[src/rtl/channel_mixer.sv]
// Stereo channel mixer: per-channel value and routing/attenuation memories, swept once per
// start pulse into saturated left (A+C) and right (B+D) samples.
module channel_mixer #(
   parameter int unsigned NUM_BANKS             = 2,
   parameter int unsigned NUM_CHANNELS_PER_BANK = 9,
   parameter int unsigned OP_OUT_WIDTH          = 13,
   parameter int unsigned SAMPLE_WIDTH          = 16,
   parameter int unsigned ATTEN_WIDTH           = 3,
   localparam int unsigned BW = (NUM_BANKS > 1) ? $clog2(NUM_BANKS) : 1,
   localparam int unsigned CW = (NUM_CHANNELS_PER_BANK > 1) ? $clog2(NUM_CHANNELS_PER_BANK) : 1
) (
   input  logic                           clk,
   input  logic                           reset,
   input  logic                           sample_clk_en,
   input  logic                           start,
   input  logic                           ch_wr_valid,
   input  logic [BW-1:0]                  ch_wr_bank,
   input  logic [CW-1:0]                  ch_wr_channel,
   input  logic signed [OP_OUT_WIDTH-1:0] ch_wr_data,
   input  logic                           cfg_wr_valid,
   input  logic [BW-1:0]                  cfg_wr_bank,
   input  logic [CW-1:0]                  cfg_wr_channel,
   input  logic [ATTEN_WIDTH+3:0]         cfg_wr_data,
   output logic                           ready,
   output logic                           busy,
   output logic                           sample_valid,
   output logic signed [SAMPLE_WIDTH-1:0] sample_l,
   output logic signed [SAMPLE_WIDTH-1:0] sample_r
);

   localparam int unsigned N   = NUM_BANKS * NUM_CHANNELS_PER_BANK;
   localparam int unsigned IW  = (N > 1) ? $clog2(N) : 1;
   localparam int unsigned CFW = ATTEN_WIDTH + 4;
   localparam int unsigned AW  = OP_OUT_WIDTH + $clog2(N) + 2;
   localparam int unsigned EW  = ((AW > SAMPLE_WIDTH) ? AW : SAMPLE_WIDTH) + 1;

   typedef enum logic [2:0] {StClear, StIdle, StRun, StDrain, StDone} state_e;

   state_e                         state_q;
   logic [IW-1:0]                  idx_q;
   logic                           ready_q, busy_q, done_q, sample_valid_q, rd_vld_q;
   logic signed [AW-1:0]           acc_l_q, acc_r_q, acc_l_d, acc_r_d, term;
   logic signed [OP_OUT_WIDTH-1:0] rd_val_q;
   logic [CFW-1:0]                 rd_cfg_q;
   logic signed [SAMPLE_WIDTH-1:0] sample_l_q, sample_r_q;
   logic                           ch_wr_ok, cfg_wr_ok;

   logic signed [OP_OUT_WIDTH-1:0] val_mem [N];
   logic [CFW-1:0]                 cfg_mem [N];

   function automatic logic in_range(input logic [BW-1:0] b, input logic [CW-1:0] c);
      return (32'(b) < NUM_BANKS) && (32'(c) < NUM_CHANNELS_PER_BANK);
   endfunction

   function automatic logic [IW-1:0] flat_idx(input logic [BW-1:0] b, input logic [CW-1:0] c);
      return IW'(32'(b) * NUM_CHANNELS_PER_BANK + 32'(c));
   endfunction

   function automatic logic signed [SAMPLE_WIDTH-1:0] sat(input logic signed [AW-1:0] a);
      logic signed [EW-1:0] x, hi, lo;
      x  = {{(EW-AW){a[AW-1]}}, a};
      hi = {{(EW-SAMPLE_WIDTH+1){1'b0}}, {(SAMPLE_WIDTH-1){1'b1}}};
      lo = {{(EW-SAMPLE_WIDTH+1){1'b1}}, {(SAMPLE_WIDTH-1){1'b0}}};
      if (x > hi) begin
         return hi[SAMPLE_WIDTH-1:0];
      end else if (x < lo) begin
         return lo[SAMPLE_WIDTH-1:0];
      end
      return x[SAMPLE_WIDTH-1:0];
   endfunction

   assign ch_wr_ok  = ch_wr_valid && !reset && (state_q != StClear)
                      && in_range(ch_wr_bank, ch_wr_channel);
   assign cfg_wr_ok = cfg_wr_valid && !reset && (state_q != StClear)
                      && in_range(cfg_wr_bank, cfg_wr_channel);

   // Non-blocking writes alongside the registered read give read-first behaviour.
   always_ff @(posedge clk) begin
      if (state_q == StClear) begin
         val_mem[idx_q] <= '0;
         cfg_mem[idx_q] <= {{ATTEN_WIDTH{1'b0}}, 4'b1111};
      end else begin
         if (ch_wr_ok) val_mem[flat_idx(ch_wr_bank, ch_wr_channel)] <= ch_wr_data;
         if (cfg_wr_ok) cfg_mem[flat_idx(cfg_wr_bank, cfg_wr_channel)] <= cfg_wr_data;
      end
      if (state_q == StRun) begin
         rd_val_q <= val_mem[idx_q];
         rd_cfg_q <= cfg_mem[idx_q];
      end
   end

   // cfg bits: {atten, chd, chc, chb, cha}; routing multiplier is the sum of two enables.
   always_comb begin
      term = $signed({{(AW-OP_OUT_WIDTH){rd_val_q[OP_OUT_WIDTH-1]}}, rd_val_q})
             >>> rd_cfg_q[CFW-1:4];
      acc_l_d = acc_l_q;
      acc_r_d = acc_r_q;
      if (rd_vld_q) begin
         if (rd_cfg_q[0]) acc_l_d = acc_l_d + term;
         if (rd_cfg_q[2]) acc_l_d = acc_l_d + term;
         if (rd_cfg_q[1]) acc_r_d = acc_r_d + term;
         if (rd_cfg_q[3]) acc_r_d = acc_r_d + term;
      end
   end

   always_ff @(posedge clk) begin
      if (reset) begin
         state_q        <= StClear;
         idx_q          <= '0;
         ready_q        <= 1'b0;
         busy_q         <= 1'b0;
         done_q         <= 1'b0;
         sample_valid_q <= 1'b0;
         rd_vld_q       <= 1'b0;
         acc_l_q        <= '0;
         acc_r_q        <= '0;
         sample_l_q     <= '0;
         sample_r_q     <= '0;
      end else begin
         sample_valid_q <= done_q;
         done_q         <= 1'b0;
         rd_vld_q       <= 1'b0;
         if (sample_clk_en && busy_q) begin
            // Abort: drop the partial sweep, keep the last presented sample.
            state_q <= StIdle;
            idx_q   <= '0;
            busy_q  <= 1'b0;
            acc_l_q <= '0;
            acc_r_q <= '0;
         end else begin
            unique case (state_q)
               StClear: begin
                  if (idx_q == IW'(N - 1)) begin
                     state_q <= StIdle;
                     idx_q   <= '0;
                     ready_q <= 1'b1;
                  end else begin
                     idx_q <= idx_q + 1'b1;
                  end
               end
               StIdle: begin
                  if (start && !sample_clk_en) begin
                     state_q <= StRun;
                     idx_q   <= '0;
                     busy_q  <= 1'b1;
                     acc_l_q <= '0;
                     acc_r_q <= '0;
                  end
               end
               StRun: begin
                  rd_vld_q <= 1'b1;
                  acc_l_q  <= acc_l_d;
                  acc_r_q  <= acc_r_d;
                  if (idx_q == IW'(N - 1)) begin
                     state_q <= StDrain;
                     idx_q   <= '0;
                  end else begin
                     idx_q <= idx_q + 1'b1;
                  end
               end
               StDrain: begin
                  acc_l_q <= acc_l_d;
                  acc_r_q <= acc_r_d;
                  state_q <= StDone;
               end
               StDone: begin
                  sample_l_q <= sat(acc_l_q);
                  sample_r_q <= sat(acc_r_q);
                  done_q     <= 1'b1;
                  busy_q     <= 1'b0;
                  state_q    <= StIdle;
               end
               default: begin
                  state_q <= StClear;
                  idx_q   <= '0;
               end
            endcase
         end
      end
   end

   assign ready        = ready_q;
   assign busy         = busy_q;
   assign sample_valid = sample_valid_q;
   assign sample_l     = sample_l_q;
   assign sample_r     = sample_r_q;

endmodule

[config.mk]
export PLATFORM = sky130hd
export DESIGN_NAME = channel_mixer
export DESIGN_NICKNAME = d
export VERILOG_FILES = /design/src/rtl/channel_mixer.sv
export SDC_FILE = /design/constraint.sdc
export NUM_CORES = 1
export LEC_CHECK = 0
export ABC_AREA = 1
export BUFFER_PORTS_ARGS = -buffer_cell sky130_fd_sc_hd__buf_4
export CAP_MARGIN = 25
export CORE_MARGIN = 8
export CORE_UTILIZATION = 40
export DETAILED_ROUTE_END_ITERATION = 12
export PLACE_DENSITY_LB_ADDON = 0.08
export SETUP_SLACK_MARGIN = 0.3
export SLEW_MARGIN = 5
export SYNTH_ARGS = -nofsm -noshare
export SYNTH_HDL_FRONTEND = slang
export SYNTH_SLANG_ARGS = --single-unit
[constraint.sdc]
create_clock -name clk -period 5.76 [get_ports clk]
set_clock_uncertainty 0.2 [all_clocks]
set_input_delay 1.152 -clock clk [delete_from_list [all_inputs] [get_ports clk]]
set_output_delay 1.152 -clock clk [all_outputs]
set_load 0.005 [all_outputs]
; ---- Word level (Yosys, flattened, before mapping)
; Memories as Yosys holds them, arrays and structs flattened. A register that Yosys moved wholly into a read port is not among the register bits.
; Index checks and enable logic that the tools add are counted.
[classes]
magnitude_cmp = 6
eq_ne = 12
mux = 53
n_reduce_logical = 27
bitwise_logic = 2
n_addsub = 7
mul = 2
shift = 1
[op_table]
columns = cell, n
row1 = $mux W20, 9
row2 = $mux W16, 6
row3 = $add A20 B20 Y20, 4
row4 = $pmux W20 S2, 2
row5 = $gt A20 B16 Y1 const B, 2
row6 = $lt A20 B16 Y1 const B, 2
row7 = $mux W1, 24
row8 = $mux W5, 4
row9 = $sshr A13 B3 Y20, 1
row10 = $pmux W3 S5, 1
row11 = $pmux W5 S3, 1
row12 = $mux W13, 1
row13 = $reduce_or A13 Y1, 1
row14 = $reduce_and A3 Y1, 4
row15 = $add A5 B4 Y5, 2
row16 = $mul A1 B4 Y5 const B, 2
row17 = $mux W3, 3
row18 = $logic_and A1 B1 Y1, 8
row19 = $lt A4 B4 Y1 const B, 2
row20 = $reduce_or A2 Y1, 4
row21 = $mux W7, 1
row22 = $reduce_or A7 Y1, 1
row23 = $eq A3 B2 Y1 const B, 2
row24 = $ne A2 B1 Y1 const B, 3
row25 = 14 further kinds, 20
[word_totals]
memories = 2
word_cells = 124
reg_bits = 85
ramBits = 360
in_bits = 36
output_inout_bits = 35
[memory_table]
columns = memory, words, word_bits, rd, rd_ports_with_merged_regs, write_ports, line
row1 = val_mem, 18, 13, 1, 1, 1, 48  ; logic signed [OP_OUT_WIDTH-1:0] val_mem [N];
row2 = cfg_mem, 18, 7, 1, 1, 1, 49  ; logic [CFW-1:0] cfg_mem [N];

; ---- Depth between registers and ports, before layout
[depth]
ltp_word = 9
ltp_mapped = 36
mapped_depth_nobuf = 36

; ---- Worst setup path before layout
; No wires, ideal clock.
[synth_timing]
kind = reg-to-reg
from = reg rd_val_q[12] (read register of val_mem)
to = reg acc_r_q[16]
period_less_slack_ns = 4.682
n_path_buf = 1
setup_slack_ns = 1.078
setup_time_ns = 0.132
t_required_ns = 5.428
arrival_ns = 4.350
stages_incl_launch_ff = 27
cell_sequence = edfxtp_1 -> clkbuf_1 -> inv_1 -> nand2_1 -> o21ai_0 -> nand2_1 -> o21ai_0 -> o21ai_0 -> ha_1 -> a21oi_1 -> inv_1 -> a21oi_1 -> o21ai_0 -> or2_2 -> nand3_1 -> nand2_1 -> ha_1 -> nand2_1 -> inv_1 -> a21oi_1 -> nor2_1 -> nor3_1 -> nand2_1 -> nand2_1 -> nand3_1 -> nand3_1 -> a21oi_1
[synth_between]
elab_chain_len = 8
[synth_lines]
columns = item, line
row1 = start: declaration, 43  ; logic signed [OP_OUT_WIDTH-1:0] rd_val_q;
row2 = $sshr A13 B3 Y20 *, 94  ; term = $signed({{(AW-OP_OUT_WIDTH){rd_val_q[OP_OUT_WIDTH-1]}}, rd_val_q})
row3 = $add A20 B20 Y20, 101  ; if (rd_cfg_q[1]) acc_r_d = acc_r_d + term;
row4 = $mux W20, 101
row5 = $mux W20, 98  ; if (rd_vld_q) begin
row6 = $add A20 B20 Y20, 102  ; if (rd_cfg_q[3]) acc_r_d = acc_r_d + term;
row7 = $mux W20 *, 102
row8 = $mux W20 *, 98
row9 = $pmux W20 S2 *, 131  ; unique case (state_q)
row10 = end signal: assignment, 153  ; acc_r_q <= acc_r_d;
row11 = end signal: assignment, 163  ; acc_r_q <= acc_r_d;
row12 = end: declaration, 42  ; logic signed [AW-1:0] acc_l_q, acc_r_q, acc_l_d, acc_r_d, term;
; Every way passes the cells marked *; elsewhere a longest branch is shown, timed or not. The select of a mux whose other input is x is not followed.
; A chain may end at the register's enable or synchronous reset.

; ---- Final worst setup path
[layout_timing]
from = reg rd_cfg_q[4] (read register of cfg_mem)
to = reg acc_l_q[19]
[layout_between]
elab_chain_len = 8
[layout_lines]
columns = item, line
row1 = start: declaration, 44  ; logic [CFW-1:0] rd_cfg_q;
row2 = $sshr A13 B3 Y20 *, 94
row3 = $add A20 B20 Y20, 99  ; if (rd_cfg_q[0]) acc_l_d = acc_l_d + term;
row4 = $mux W20, 99
row5 = $mux W20, 98
row6 = $add A20 B20 Y20, 100  ; if (rd_cfg_q[2]) acc_l_d = acc_l_d + term;
row7 = $mux W20 *, 100
row8 = $mux W20 *, 98
row9 = $pmux W20 S2 *, 131
row10 = end signal: assignment, 152  ; acc_l_q <= acc_l_d;
row11 = end signal: assignment, 162  ; acc_l_q <= acc_l_d;
row12 = end: declaration, 42
; Marks and branches as above.

==> summary.txt <==
Outcome
  • Status: complete, no violations

Power and ir drop
  • LEAKAGE: 11.3 nW
  • P_int: approximately 6 mW
  • Seq pwr share: a little under half
  • Switching pwr: 2.16 mW
  • Maximum vdd drop: ~0.00024 V
  • Sw Share: between 20% and 30%
  • Comb pwr share: 12.6%
  • Pwr Total: between 8 and 9 mW
  • Power Dens Cells: about 300 nW/um2
  • Power share of the clock group: 41.0%

Synthesis
  • Gate Count Post-Synth: ~2700
  • Top-area cell type share of the netlist area: between 40 and 50%
  • Post-Syn Area: 24100 um2
  • Yosys reg bits: around 470
  • Sequential element share of the synthesized area: between 50% and 60%
  • Area leader, netlist: edfxtp_1
  • Most instantiated library cell after synthesis: nand2_1
  • Syn Area/Cell: 9.02 um2
  • Post-synth EDFFs: 380
  • Commonest cells in the synthesized netlist: 552 x nand2_1, 380 x edfxtp_1, 339 x nor2_1
  • Synth top area cells: edfxtp_1 47%, nand2_1 8.6%, dfxtp_1 7.1%
  • Cell variety after synth: 47
  • Synth Flop Type: edfxtp_1
  • Ys Warns: 0
  • Syn_nets: about 2800
  • Post-synth ARST share: 0%

Placed design
  • Post-DP HPWL: 46100 um
  • DP Area: about 26000 um2
  • Port bufs: 70
  • GP Congestion: approximately 0.92

Floorplanning
  • Chip Height: around 260 um
  • Core ar.: approximately 60000 um2
  • Initial Utilization: around 40%
  • Io pins: slightly above 70
  • Number of core rows: 90
  • Die area: between 60000 and 70000 um2
  • Chip width: approximately 260 um

Drt
  • Detailed router's first-iteration violation count: 1311
  • Antenna Violating Nets Remaining: 0
  • Wire length on met3: 3160 um
  • DR WL met2: approximately 33000 um
  • TritonRoute pass-1 iters: 6
  • Wl on met1: approximately 32000 um
  • Via/cell ratio: 5.41
  • Uppermost layer routed: met4
  • DRC: 0
  • Total wire length: about 71000 um
  • WL/cell: 19.8 um
  • Vias: a little under 20000

CTS
  • # hold bufs at CTS: 0
  • Maximum buffer depth of the clock tree: 3
  • Worst-path clk slew: approximately 60 ps
  • CTS tree: built
  • Htree depth: 2
  • Num CTS Buffers: between 50 and 60
  • Root Buffer: clkbuf_16
  • Clk sink count: ~470
  • Worst skew pair latency: around 610 ps

STA
  • Setup TNS: 0 ps
  • Fin. max-slew vios: 0
  • Worst-Margin Slew: 946 ps
  • Fmax: roughly 200 MHz
  • Final worst path period share: between 80% and 90%
  • RSZ-0062 raised after global routing: true
  • # setup viols final: 0
  • Slew HR: between 30% and 40%
  • Hold Fails Final Rpt: 0
  • Period minus WS final: around 5100 ps

Cells and area
  • FILL cells: roughly 5800
  • Number of diodes: 0
  • Layout area overhead: 13.6%
  • Final instance area: 27400 um2
  • Share of cells above drive strength 1: between 8 and 9%
  • Final core utilization: a little under half
  • Layout net count: approximately 2900

Setup path
  • Worst setup startpoint: rd_cfg_q[4]
  • Worst Setup EP: acc_l_q[19]
  • Worst path arrival time: 5310 ps
  • Setup slack, reg-to-reg: a little under 700 ps
  • R2r worst-path depth: 30
  • Critical path type: reg2reg
  • Most used cell, CP: nand2_1
  • Max FO, Critical Path: 8
  • Crit end category: flip-flop
  • FF-to-FF End: acc_l_q[19]
  • CP max stage delay: slightly below 500 ps
  • Startpoint types: flip-flop
  • R2R Path Start: rd_cfg_q[4]
  • Slowest CP cell: edfxtp_1
  • Worst path required time: around 6000 ps

Hold path
  • Hold path depth: 2
  • Hold Path Origin: done_q
  • HP Class: reg2reg

Global routing
  • Vias in the first global route: 18768
  • First-pass GRT wire length: around 110000 um
  • Initial antenna violation count: 0
  • Total grt overflow: 0
  • GRT Util Overall: ~20%
  • Largest net degree at the start of global routing: around 160

Flow run
  • Max_cap viols: 0
==> kinds of logic after synthesis <==
family          count (synthesis)  synth area share, %
compound gates                616                 15.1
xor+xnor                       26                0.944
fa+ha+maj                      90                 4.79
buf+inv                       349                 5.58
flops                         465                 54.3
mux                             3                0.124
simple gates                 1126                 19.1
==> power groups by stage <==
stage	registers (mW)	logic [mW]	clock network, mW
2_1_floorplan	3.85	0.694	0
5_1_grt	3.83	1.15	3.57
3_3_place_gp	3.88	1.04	0
3_5_place_dp	3.89	1.05	0
4_1_cts	3.82	1.05	3.46
6_report	3.82	1.04	3.38
==> final cells by class <==
type                    instances  area (um2)  share of cell area (%)
inverters                     228         858                    3.13
flip-flops and latches        465       13100                    47.9
multi-input cells            1861        9680                    35.3
clock buffers                  68        1380                    5.02
repair buffers                130        1050                    3.84
well taps                     782         978                    3.57
clock inverters                26         347                    1.26
==> registers in the layout, summed over array words and instances, names as in the netlist, 3 cells and up <==
signal / count
acc_l_q: 20
sample_r: 16
rd_cfg_q: 7
acc_r_q: 20
state_q: 3
idx_q: 5
val_mem: 234
sample_l: 16
rd_val_q: 13
cfg_mem: 126
==> routing by layer <==
layer | track usage [%] | vias up
met5 | 0 | -
met4 | 5.72 | 0
met3 | 2.72 | 111
met2 | 34.3 | 479
met1 | 27.4 | 9223
li1 | - | 9464
==> worst max-delay path, delay by kind of cell (launching register included) <==
family,cells,cell delay [ps]
flops,1,490
fa+ha+maj,2,800
simple gates,20,2060
compound gates,4,890
buf+inv,3,320
xor+xnor,1,150
==> layout by cell type (no fill, tap or decap), drive strengths merged, types with 70 or more instances in the layout <==
cell type  Yosys  final
ha            86     86
nand3        173    173
nand2        554    554
a21oi        175    175
inv          227    233
buf           30    130
dfxtp         85     85
o221ai        70     70
o21ai        261    261
nor2         343    343
edfxtp       380    380
==> per-stage QoR <==
step | hold WS [ps] | setup slack (ps) | std cells
2_1_floorplan | 188 | 1080 | 2675
3_3_place_gp | 209 | 496 | 3448
3_5_place_dp | 212 | 408 | 3454
4_1_cts | 220 | 401 | 3548
5_1_grt | 247 | 266 | 3560
6_report | 218 | 692 | 3560
==> timing repair <==
action,in CTS,in global routing
hold endpoints to repair,0,0
gates resized for setup,0,11
setup endpoints to repair,0,22
buffers inserted,0,2
==> worst min-delay path by stage <==
stage | endpoint | slack (ps)
floorplan | sample_valid | 190
global placement | sample_valid | 210
detailed placement | sample_valid | 210
CTS | sample_valid | 220
global route | sample_valid | 250
finish | sample_valid | 220
(Power assumes the default switching activity.)
